File: config.mk
export PLATFORM = sky130hd
export DESIGN_NAME = mem_stage_access_unit
export DESIGN_NICKNAME = d
export VERILOG_FILES = /design/src/rtl/mem_stage_access_unit.sv
export SDC_FILE = /design/constraint.sdc
export NUM_CORES = 1
export LEC_CHECK = 0
export ABC_AREA = 1
export CAP_MARGIN = 20
export CORE_UTILIZATION = 30
export CTS_BUF_LIST = sky130_fd_sc_hd__clkbuf_16
export DETAILED_ROUTE_END_ITERATION = 8
export PLACE_DENSITY_LB_ADDON = 0.05
export SLEW_MARGIN = 15
export SYNTH_ARGS = -nofsm -noshare
export SYNTH_HDL_FRONTEND = slang
export SYNTH_SLANG_ARGS = --single-unit
File: constraint.sdc
create_clock -name clk -period 1.9 [get_ports clk]
set_input_delay 0.38 -clock clk [delete_from_list [all_inputs] [get_ports clk]]
set_output_delay 0.38 -clock clk [all_outputs]
set_load 0.03 [all_outputs]
File: src/rtl/mem_stage_access_unit.sv
// MEM stage: sized big-endian loads/stores over a req/ack bus, WB select and MEM/WB register.
// Latency: non-memory ops 0 stall cycles; memory ops stall 1 + ack wait (min 2).
// Backpressure: mem_stall holds the upstream pipeline; MEM_TIMEOUT_EN adds a BUSY abort.
module mem_stage_access_unit #(
  parameter int TIMEOUT_CYCLES = 16,
  parameter int TO_CNT_W       = 5
) (
  input  logic        clk,
  input  logic        R,
  input  logic [31:0] mem_alu_out,
  input  logic [31:0] mem_pc_d,
  input  logic [31:0] mem_sethi_imm22,
  input  logic [31:0] mem_store_data,
  input  logic [1:0]  mem_load,
  input  logic        mem_rf_le,
  input  logic [4:0]  mem_rd,
  input  logic        mem_e,
  input  logic [1:0]  mem_size,
  input  logic        mem_rw,
  input  logic        mem_se,
  output logic        dm_req,
  output logic        dm_we,
  output logic [31:0] dm_addr,
  output logic [3:0]  dm_be,
  output logic [31:0] dm_wdata,
  input  logic        dm_ack,
  input  logic [31:0] dm_rdata,
  output logic        mem_stall,
  output logic        misalign_trap,
  output logic        bus_err,
  output logic [31:0] mem_fwd_data,
  output logic [4:0]  wb_rd,
  output logic        wb_rf_le,
  output logic [31:0] wb_data
);

  typedef enum logic [1:0] {IDLE, BUSY, DONE} state_t;

  state_t      state, state_nxt;
  logic [1:0]  k;
  logic        is_half, is_word, aligned, acc, misaligned;
  logic [3:0]  be_calc;
  logic [31:0] wdata_calc;
  logic [7:0]  lane_b;
  logic [15:0] lane_h;
  logic [31:0] load_ext;
  logic [31:0] load_buf;
  logic        to_expire;

  assign k          = mem_alu_out[1:0];
  assign is_half    = (mem_size == 2'b01);
  assign is_word    = mem_size[1];
  assign aligned    = !((is_half && k[0]) || (is_word && (k != 2'b00)));
  assign acc        = mem_e & aligned;
  assign misaligned = mem_e & ~aligned;

  always_comb begin
    be_calc    = 4'b1111;
    wdata_calc = mem_store_data;
    if (is_word) begin
      be_calc    = 4'b1111;
      wdata_calc = mem_store_data;
    end else if (is_half) begin
      be_calc    = k[1] ? 4'b0011 : 4'b1100;
      wdata_calc = {2{mem_store_data[15:0]}};
    end else begin
      be_calc    = 4'b1000 >> k;
      wdata_calc = {4{mem_store_data[7:0]}};
    end
  end

  // Big-endian lanes: offset 0 is bits 31:24.
  always_comb begin
    lane_b = dm_rdata[31:24];
    case (k)
      2'd0: lane_b = dm_rdata[31:24];
      2'd1: lane_b = dm_rdata[23:16];
      2'd2: lane_b = dm_rdata[15:8];
      default: lane_b = dm_rdata[7:0];
    endcase
    lane_h = k[1] ? dm_rdata[15:0] : dm_rdata[31:16];
    if (is_word)
      load_ext = dm_rdata;
    else if (is_half)
      load_ext = {{16{mem_se & lane_h[15]}}, lane_h};
    else
      load_ext = {{24{mem_se & lane_b[7]}}, lane_b};
  end

  always_comb begin
    state_nxt = state;
    mem_stall = 1'b0;
    case (state)
      IDLE: begin
        mem_stall = acc;
        if (acc) state_nxt = BUSY;
      end
      BUSY: begin
        mem_stall = 1'b1;
        if (dm_ack || to_expire) state_nxt = DONE;
      end
      DONE:    state_nxt = IDLE;
      default: state_nxt = IDLE;
    endcase
  end

  always_ff @(posedge clk) begin
    if (R) begin
      state         <= IDLE;
      dm_req        <= 1'b0;
      dm_we         <= 1'b0;
      dm_addr       <= '0;
      dm_be         <= '0;
      dm_wdata      <= '0;
      load_buf      <= '0;
      misalign_trap <= 1'b0;
    end else begin
      state         <= state_nxt;
      misalign_trap <= (state == IDLE) && misaligned;
      if (state == IDLE && acc) begin
        dm_req   <= 1'b1;
        dm_we    <= mem_rw;
        dm_addr  <= {mem_alu_out[31:2], 2'b00};
        dm_be    <= be_calc;
        dm_wdata <= wdata_calc;
      end else if (state == BUSY && dm_ack) begin
        dm_req   <= 1'b0;
        dm_we    <= 1'b0;
        load_buf <= load_ext;
      end else if (state == BUSY && to_expire) begin
        dm_req   <= 1'b0;
        dm_we    <= 1'b0;
        load_buf <= '0;
      end
    end
  end

`ifdef MEM_TIMEOUT_EN
  localparam logic [TO_CNT_W-1:0] TO_LAST = TO_CNT_W'(TIMEOUT_CYCLES - 1);

  logic [TO_CNT_W-1:0] to_cnt;

  assign to_expire = (state == BUSY) && !dm_ack && (to_cnt == TO_LAST);

  always_ff @(posedge clk) begin
    if (R) begin
      to_cnt  <= '0;
      bus_err <= 1'b0;
    end else begin
      bus_err <= to_expire;
      if (state == BUSY && !dm_ack)
        to_cnt <= to_cnt + 1'b1;
      else
        to_cnt <= '0;
    end
  end
`else
  assign to_expire = 1'b0;
  assign bus_err   = 1'b0;
`endif

  // Load input is only meaningful in DONE, once the buffer holds this access.
  always_comb begin
    case (mem_load)
      2'b00:   mem_fwd_data = mem_alu_out;
      2'b01:   mem_fwd_data = load_buf;
      2'b10:   mem_fwd_data = mem_pc_d;
      default: mem_fwd_data = mem_sethi_imm22;
    endcase
  end

  // bus_err is high exactly in the DONE cycle of an aborted access.
  always_ff @(posedge clk) begin
    if (R || mem_stall) begin
      wb_rd    <= '0;
      wb_rf_le <= 1'b0;
      wb_data  <= '0;
    end else begin
      wb_rd    <= mem_rd;
      wb_rf_le <= mem_rf_le & ~misaligned & ~bus_err;
      wb_data  <= mem_fwd_data;
    end
  end

endmodule

**After elaboration in Yosys (flattened, before gate mapping)**

Index checks and enable logic that the tools add are counted.

- Register bits: 141
- Input bits: 176
- Output and inout bits: 143
- Logic and storage cells: 59

- Eq/ne operators: 8
- Shifts and indexed selects: 1
- Muxes and demuxes: 17
- Bitwise operators: 7
- Reduce and logical (&&, ||, !) cells: 15

Operator list:

| cell | count |
|---|---|
| 2-to-1 mux 32 bit | 4 |
| case mux 32 bit (3 select lines) | 1 |
| case mux 8 bit (3 select lines) | 1 |
| 2-to-1 mux 16 bit | 1 |
| 2-to-1 mux 4 bit | 3 |
| == test 2 x 1 -> 1 bit, second input constant | 4 |
| zero test 2 bit | 3 |
| bitwise AND 1 bit | 5 |
| logical AND 1 bit | 5 |
| == test 2 bit, second input constant | 2 |
| 2-to-1 mux 2 bit | 2 |
| != test 2 bit, second input constant | 2 |
| case mux 2 bit (2 select lines) | 1 |
| AND reduction 2 bit | 2 |
| nonzero test 2 bit | 2 |
| >> shifter 4 x 2 -> 4 bit, first input constant | 1 |
| 2-to-1 mux 1 bit | 3 |
| logical OR 1 bit | 2 |
| inverter 1 bit | 2 |
| case mux 1 bit (2 select lines) | 1 |
| zero test 1 bit | 1 |

**Logic depth before layout (Yosys ltp)**

Gate-level depths: netlist of the first run.

- Word-level depth: 8
- Mapped depth: 10
- Mapped depth without buffers: 8

**Least setup slack after synthesis of the first run**

No wires, ideal clock.

- Path kind: input-to-output
- Start point: input port mem_alu_out[1]
- End point: output port mem_fwd_data[1]
- Arrival: 1,314 ps
- Data required time: 1,520 ps
- Path slack: 206 ps
- Stages: 6
- Path buffers: 2
- Path through: buf_2 -> inv_1 -> clkbuf_1 -> nor2_1 -> nor2_1 -> nand2_1

- Word-level cells in the longest chain between the ends: 1

RTL lines:

| element | RTL line | source |
|---|---|---|
| start, declared | 10 | `input logic [31:0] mem_alu_out,` |
| case mux 32 bit (3 select lines) | 164 | `case (mem_load)` |
| end, declared | 31 | `output logic [31:0] mem_fwd_data,` |

Every way passes these cells.

**Final worst setup path of the first run**

- Start point: register dm_addr[6]
- End point: output port dm_addr[6]

RTL lines:

| element | RTL line | source |
|---|---|---|
| start, declared | 23 | `output logic [31:0] dm_addr,` |
| start signal, assigned | 123 | `dm_addr <= {mem_alu_out[31:2], 2'b00};` |

No word-level cell between the ends.

==> impl_summary.txt, run 1 <==
----------------------------------------------------
[Timing]
  RSZ-0062 raised after global routing ... no
  Least-Margin Pin Slew ... 0.6690 ns
  Number of max-slew violations in the final report ... 0
  Setup total negative slack ... 0 ns
  Headroom to the max-slew limit ... 0.5524
  Fin Clk Skew ... 0.01001 ns
  Fraction of the cycle the final worst path needs ... 0.9686
  Setup Viol. Count Final ... 0
  Final min period ... 1.840 ns
  Achievable frequency ... 543.4 MHz
  Hold Fails Final Rpt ... 0

[Detailed routing]
  Vias per inst ... 4.645
  Count of routing violations after the opening detailed-route iteration ... 299
  Average wire per cell in the routed design ... 16.96 µm
  Number of antenna-violating nets in the routed design ... 0
  Routed WL ... 26,520 µm
  Overall via count from detail_route ... 7,265
  Remaining design rule violation count ... 0
  Detailed-router iteration count before antenna repair ... 5

[Logic synthesis]
  Share of flip-flops with an asynchronous set or reset after synthesis ... 0
  Instance count of the mapped netlist ... 935
  Count of cell types in the netlist ... 27
  Sequential cell area fraction in the yosys report ... 0.4415
  Count of flip-flops with a built-in enable after synthesis ... 0
  Main flop type after synthesis ... sky130_fd_sc_hd__dfxtp_1
  Cell area after synthesis ... 6394 µm²
  Average cell area after synthesis ... 6.838 µm²
  Flip-flop and latch count after synthesis ... 141
  Number of warning messages in the yosys log ... 0

[Global routing]
  GRT busiest layer ... met2
  Antenna violations before repair ... 1
  Aggregate global-route resource usage ... 0.2405
  Fraction of met3 tracks used by global routing ... 0.06481
  Vias in the first global route ... 7,039
  GR Layer Usage met1 ... 0.2765
  Pin count of the biggest net entering global routing ... 73
  Met2 track utilization from global routing ... 0.4275
  Total gr overflow ... 0
  First-pass GRT wire length ... 39,820 µm

[Setup path]
  Sort of element at the end of the critical path ... primary output
  CP max stage delay ... 0.72 ns
  Element type at the critical path start ... flop
  Critical path peak fanout ... 2
  Path type of the worst setup path ... reg -> out
  Cell with the biggest individual delay on the critical path ... sky130_fd_sc_hd__clkdlybuf4s50_1
  Cell-by-cell listing of the critical path ... clkdlybuf4s50_1
  Data arrival time of the critical path ... 1.46 ns
  Kind of cell adding the most delay to the critical path ... buffers and inverters
  Endpoint required time on the critical path ... 1.52 ns
  Bufs and invs on worst path ... 1

[Finish]
  Post-Layout Inst Area ... 10,840 µm²
  Fraction of final layout cells sized beyond drive strength 1 ... 0.1320
  Multi-input logic area ... 3118 µm²
  Count of fill cells added during filler insertion ... 2,135
  Total area of sequential cells ... 2823 µm²
  Layout-stage area growth over the synthesis result ... 69.51%
  Final Net Count ... 1,453

[CTS]
  Inserted Clock Buffers ... 17
  Number of buffers inserted for hold repair after clock tree synthesis ... 0
  CTS Root Buffer Type ... sky130_fd_sc_hd__clkbuf_16
  Maximum level of the CTS H-tree ... 4
  TritonCTS sink count ... 141
  Clk_lat worst skew ... 0.41 ns
  CTS tree ... done
  CTS clock-pin slew for the worst setup and hold paths ... 0.06 ns
  Maximum number of buffers from clock root to sink ... 2

[Pwr]
  Maximum vdd ir drop ... 0.6112 mV
  Static Leakage ... 4.639 nW
  Pwr per Cell Area ... 801.1 nW/µm²

[Die]
  Standard cell core area ... 20,960 µm²
  DIE WIDTH ... 148.0 µm
  Number of primary I/O pins ... 319
  Die outline height ... 148.0 µm
  Initial core utilization ... 0.3051
  Total die area ... 21,900 µm²
  Row count ... 53

[Placed design]
  Gpl congestion ... 0.8781
  Post-place instance area ... 10,140 µm²
  Total of buffers placed on input and output ports ... 315
  Sum of net half-perimeters after detailed placement ... 20,120 µm

[Worst hold path]
  Type of the worst min-delay path ... in -> reg

[Status]
  Run status ... finished clean

[Flow run]
  # Max-Cap Violations ... 0

----------------------------------------------------
[per-layer routing]
| metal | vias up | wire (µm) |
|---|---|---|
| met4 | 0 | 478 |
| met2 | 256 | 13420 |
| met1 | 3235 | 10790 |
| li1 | 3746 | - |
| met3 | 28 | 1827 |
| met5 | - | 0 |
[worst min-delay path: stages]
cell	delay (ns)
sky130_fd_sc_hd__dlymetal6s2s_1	0.17
sky130_fd_sc_hd__nand2_1	0.09
sky130_fd_sc_hd__a21oi_1	0.05
[report_power, final]
part | internal (mW) | leakage [nW] | switching, mW | total [mW]
logic | 1.02 | 3.21 | 1.24 | 2.26
registers | 3.14 | 1.15 | 0.0852 | 3.22
clock network | 1.90 | 0.273 | 1.30 | 3.20
total | 6.06 | 4.64 | 2.62 | 8.68
[what timing repair did]
item / 4_1_cts / 5_1_grt
pin swaps: 3 / 2
cloned: 1 / 1
buffers inserted: 2 / 0
endpoints found under the setup margin: 34 / 33
hold endpoints to repair: 0 / 0
gates resized for setup: 33 / 23
[flip-flops by register name, indices dropped and copies added (netlist names), 2 cells and up]
| signal | count |
|---|---|
| dm_addr | 30 |
| dm_be | 4 |
| dm_wdata | 32 |
| load_buf | 32 |
| state | 2 |
| wb_data | 32 |
| wb_rd | 5 |
[stage by stage]
step,std cells,setup slack (ns),utilization,hold slack [ns],total power [mW]
finish,1564,0.05966,0.5172,0.3395,8.683
global route,1564,0.001170,0.5172,0.3265,9.084
CTS,1562,0.005833,0.5155,0.4505,8.761
detailed placement,1529,-0.4491,0.4839,0.4539,5.513
global placement,1529,-0.4380,0.4839,0.4504,5.513
floorplan,937,0.2055,-,0.4454,4.346
[path summary, 6_finish.rpt]
kind                                                start                   endpoint  slack (ns)  cells past startpoint
worst min register to register  dm_wdata[16]$_SDFFE_PP0N_  dm_wdata[16]$_SDFFE_PP0N_        0.46                      2
worst min-delay path                      mem_alu_out[29]   dm_addr[29]$_SDFFE_PP0N_        0.34                      3
worst max register to register      state[0]$_SDFFE_PP0P_   dm_addr[25]$_SDFFE_PP0N_        0.36                      7
worst max-delay path              dm_addr[6]$_SDFFE_PP0N_                 dm_addr[6]        0.06                      1
[synthesized netlist by cell type, types with 6 or more instances]
cell,number,area [µm²]
sky130_fd_sc_hd__nand2_1,307,1152
sky130_fd_sc_hd__or2_2,7,43.79
sky130_fd_sc_hd__clkbuf_1,39,146.4
sky130_fd_sc_hd__inv_1,56,210.2
sky130_fd_sc_hd__o211ai_1,11,82.58
sky130_fd_sc_hd__nor2_1,51,191.4
sky130_fd_sc_hd__nand4_1,13,81.33
sky130_fd_sc_hd__dfxtp_1,141,2823
sky130_fd_sc_hd__a21oi_1,117,585.6
sky130_fd_sc_hd__o21ai_0,77,385.4
sky130_fd_sc_hd__nor3b_1,13,97.59
sky130_fd_sc_hd__o21a_1,6,45.04
sky130_fd_sc_hd__buf_2,16,80.08
sky130_fd_sc_hd__nor3_1,13,65.06
sky130_fd_sc_hd__buf_4,10,75.07
sky130_fd_sc_hd__nand3_1,38,190.2
sky130_fd_sc_hd__o22ai_1,7,43.79
[logic make-up (layout without fill, tap and decap cells)]
family / Yosys count / in the layout / synth area share
AOI/OAI and AO/OA: 221 / 221 / 0.1822
buffers and inverters: 124 / 475 / 0.08180
and+or+nand+nor: 448 / 448 / 0.2939
DFF: 141 / 141 / 0.4415
other: 1 / 4 / 0.0005865
[cell type report]
| class | count | area share |
|---|---|---|
| Clock buffer | 17 | 0.03925 |
| Inverter | 58 | 0.02032 |
| Timing Repair Buffer | 387 | 0.3484 |
| Tap cell | 275 | 0.03175 |
| Sequential cell | 141 | 0.2604 |
| Multi-Input combinational cell | 672 | 0.2877 |
| Clock inverter | 13 | 0.01189 |
| Antenna cell | 1 | 0.0002309 |
[layout by cell type, fill, tap and decap left out, types with 17 or more instances in the layout]
master	count
sky130_fd_sc_hd__a21oi_1	113
sky130_fd_sc_hd__buf_4	87
sky130_fd_sc_hd__clkbuf_16	17
sky130_fd_sc_hd__clkdlybuf4s50_1	268
sky130_fd_sc_hd__dfxtp_1	141
sky130_fd_sc_hd__inv_1	53
sky130_fd_sc_hd__nand2_1	306
sky130_fd_sc_hd__nand3_1	37
sky130_fd_sc_hd__nor2_1	47
sky130_fd_sc_hd__o21ai_0	66
(Power assumes the default switching activity.)
==> run 2, diff against run 1 <==
--- a/config.mk
+++ b/config.mk
@@ -7,6 +7,7 @@
 export LEC_CHECK = 0
 export ABC_AREA = 1
 export CAP_MARGIN = 20
+export CORE_MARGIN = 4
 export CORE_UTILIZATION = 30
 export CTS_BUF_LIST = sky130_fd_sc_hd__clkbuf_16
 export DETAILED_ROUTE_END_ITERATION = 8
==> run 2 against run 1 <==
- die area increased by 8.3%
- utilization up 0.54 points
- clock skew increased by 0.0074 ns
- clock-buffer cell count stayed put
- power is 3.8% higher
- critical endpoint is now mem_fwd_data[22]
- highest routed layer unchanged
- non-clock buffer count rose by 5
==> impl_summary.txt, run 2 (same netlist as run 1, synthesis figures left out) <==
----------------------------------------------------
[Detailed routing]
  Remaining design rule violation count ... 0 (unchanged)
  Vias per inst ... 4.669 (+0.51%)
  Average wire per cell in the routed design ... 17.70 µm (+4.4%)
  Routed WL ... 27,760 µm (+4.7%)
  Count of routing violations after the opening detailed-route iteration ... 402 (+34%)
  Detailed-router iteration count before antenna repair ... 5 (unchanged)
  Overall via count from detail_route ... 7,321 (+0.77%)
  Number of antenna-violating nets in the routed design ... 0 (unchanged)

[Finish]
  Layout-stage area growth over the synthesis result ... 71.82%
  Commonest cells after routing, fill and taps aside ... 305 x sky130_fd_sc_hd__nand2_1, 269 x sky130_fd_sc_hd__clkdlybuf4s50_1, 141 x sky130_fd_sc_hd__dfxtp_1, 112 x sky130_fd_sc_hd__a21oi_1, 80 x sky130_fd_sc_hd__buf_4
  Multi-input logic area ... 3142 µm² (+0.76%)
  Count of fill cells added during filler insertion ... 2,112 (-1.1%)
  Most frequent standard cell in the layout excluding fill and tap cells ... sky130_fd_sc_hd__nand2_1
  Final Net Count ... 1,458 (+0.34%)
  Final core occ ... 0.5226 (+0.005392)
  Regs by FF count ... dm_wdata (32), load_buf (32), wb_data (32)
  Non-filler instance count after layout ... 1,568 (+0.26%)
  Antenna diodes ... 0 (-1)
  Total area of sequential cells ... 2823 µm² (unchanged)
  Post-Layout Inst Area ... 10,990 µm² (+1.4%)
  Fraction of final layout cells sized beyond drive strength 1 ... 0.1384 (+0.006450)

[Placed design]
  Placed instance count ... 1,534 (+0.33%)
  Post-placement worst setup slack ... -0.4511 ns (-0.002026 ns)
  Total of buffers placed on input and output ports ... 315 (unchanged)
  Gpl congestion ... 0.8699 (-0.93%)
  Post-place instance area ... 10,220 µm² (+0.74%)
  Sum of net half-perimeters after detailed placement ... 21,480 µm (+6.8%)

[Die]
  Standard cell core area ... 21,020 µm² (+0.32%)
  Total die area ... 23,710 µm² (+8.3%)
  DIE WIDTH ... 154.0 µm (+4.1%)
  Number of primary I/O pins ... 319 (unchanged)
  Die outline height ... 154.0 µm (+4.1%)
  Row count ... 53 (unchanged)
  Initial core utilization ... 0.3041 (-0.0009625)

[Pwr]
  Total power after layout ... 9.011 mW (+3.8%)
  Maximum vdd ir drop ... 0.5908 mV (-3.3%)
  Static Leakage ... 4.739 nW (+2.2%)
  Pwr per Cell Area ... 820.2 nW/µm² (+2.4%)

[CTS]
  Clk_lat worst skew ... 0.42 ns (about the same)
  Maximum level of the CTS H-tree ... 4 (unchanged)
  Number of buffers inserted for hold repair after clock tree synthesis ... 0 (unchanged)
  CTS Root Buffer Type ... sky130_fd_sc_hd__clkbuf_16
  Inserted Clock Buffers ... 17 (unchanged)
  TritonCTS sink count ... 141 (unchanged)
  Maximum number of buffers from clock root to sink ... 2 (unchanged)
  CTS clock-pin slew for the worst setup and hold paths ... 0.06 ns (about the same)
  CTS tree ... done

[Setup path]
  Element type at the critical path start ... primary input
  Number of cells on the worst reg-to-reg path ... 7 (unchanged)
  Slack of the worst reg-to-reg path ... 0.43 ns (+0.07 ns)
  Data arrival time of the critical path ... 1.48 ns (+0.02 ns)
  R2R Path End ... dm_addr[2]$_SDFFE_PP0N_
  Origin of the critical flop-to-flop path ... state[0]$_SDFFE_PP0P_
  Path type of the worst setup path ... in -> out
  Critical path peak fanout ... 2 (unchanged)
  Endpoint required time on the critical path ... 1.52 ns (about the same)
  Sort of element at the end of the critical path ... primary output

[Timing]
  Achievable frequency ... 537.7 MHz (-1.1%)
  Hold Fails Final Rpt ... 0 (unchanged)
  Final min period ... 1.860 ns (+0.01960 ns)
  Final WS setup ... 0.04006 ns (-0.01960 ns)
  Setup total negative slack ... 0 ns (unchanged)
  Fraction of the cycle the final worst path needs ... 0.9789 (+0.01032)
  Setup Viol. Count Final ... 0 (unchanged)
  RSZ-0062 raised after global routing ... yes
  Number of max-slew violations in the final report ... 0 (unchanged)
  WHS ... 0.3267 ns (-0.01275 ns)
  Fin Clk Skew ... 0.01738 ns (+0.007374 ns)

[Worst hold path]
  WHS Path Cells ... 3 (unchanged)
  Type of the worst min-delay path ... in -> reg
  Destination of the worst hold path ... dm_addr[31]$_SDFFE_PP0N_
  Startpoint of the worst hold path ... mem_alu_out[31]

[Flow run]
  # Max-Cap Violations ... 0 (unchanged)

[Global routing]
  First-pass GRT wire length ... 41,950 µm (+5.3%)
  Vias in the first global route ... 7,221 (+2.6%)
  Pin count of the biggest net entering global routing ... 73 (unchanged)
  Aggregate global-route resource usage ... 0.2262 (-0.01433)
  Antenna violations before repair ... 0 (-1)
  Total gr overflow ... 0 (unchanged)

[Status]
  Run status ... finished clean

----------------------------------------------------
==> run 2: changes by cell type in the layout (fill, tap and decap cells not counted), sizes merged, moves of 2 or more <==
cell,change
buf,+4
bufinv,+2
clkbuf,+2
dlygate4sd2,-2
==> run 2: how the worst max path moves through the flow <==
| stage | start | end | slack [ns] | depth (start not counted) |
|---|---|---|---|---|
| floorplan | mem_alu_out[1] | mem_fwd_data[1] | 0.21 | 6 |
| global placement | mem_load[1] | mem_fwd_data[22] | -0.43 | 9 |
| detailed placement | mem_load[1] | mem_fwd_data[26] | -0.45 | 10 |
| CTS | mem_alu_out[22] | mem_fwd_data[22] | 0.004 | 6 |
| global route | load_buf[14]$_SDFFE_PP0P_ | mem_fwd_data[14] | -0.03 | 5 |
| finish | mem_alu_out[22] | mem_fwd_data[22] | 0.04 | 6 |
==> run 2: what timing repair did <==
action | in CTS | in global routing
endpoints found under the setup margin | 33 | 22
pin swaps | 2 | 3
gates resized for setup | 49 | 22
buffers inserted | 1 | 2
gates cloned | 2 | 0
==> run 2: layout make-up <==
| cell class | instances | area share |
|---|---|---|
| timing repair buffer | 392 | 0.3513 |
| sequential | 141 | 0.2569 |
| multi-input combinational | 672 | 0.2860 |
| clock buffer | 17 | 0.03872 |
| clock inverter | 13 | 0.01595 |
| tap | 275 | 0.03132 |
| inverter | 58 | 0.01982 |
==> run 2: per-layer routing <==
metal,vias up,global-route usage,routed length [µm]
met4,0,0.05887,473
li1,3748,-,-
met1,3287,0.2646,11180
met3,27,0.06614,2042
met2,259,0.4039,14070
met5,-,0,0
==> run 2: power by group <==
part	switching, mW	total, mW	internal [mW]
clock network	1.32	3.49	2.17
registers	0.0810	3.22	3.14
logic	1.26	2.30	1.04
==> run 2: worst max-delay path: stages <==
cell and delay [ns]:
sky130_fd_sc_hd__clkdlybuf4s50_1 0.49, sky130_fd_sc_hd__nand2_1 0.10, sky130_fd_sc_hd__nand3_1 0.15, sky130_fd_sc_hd__o21ai_2 0.12, sky130_fd_sc_hd__inv_1 0.09, sky130_fd_sc_hd__buf_12 0.14
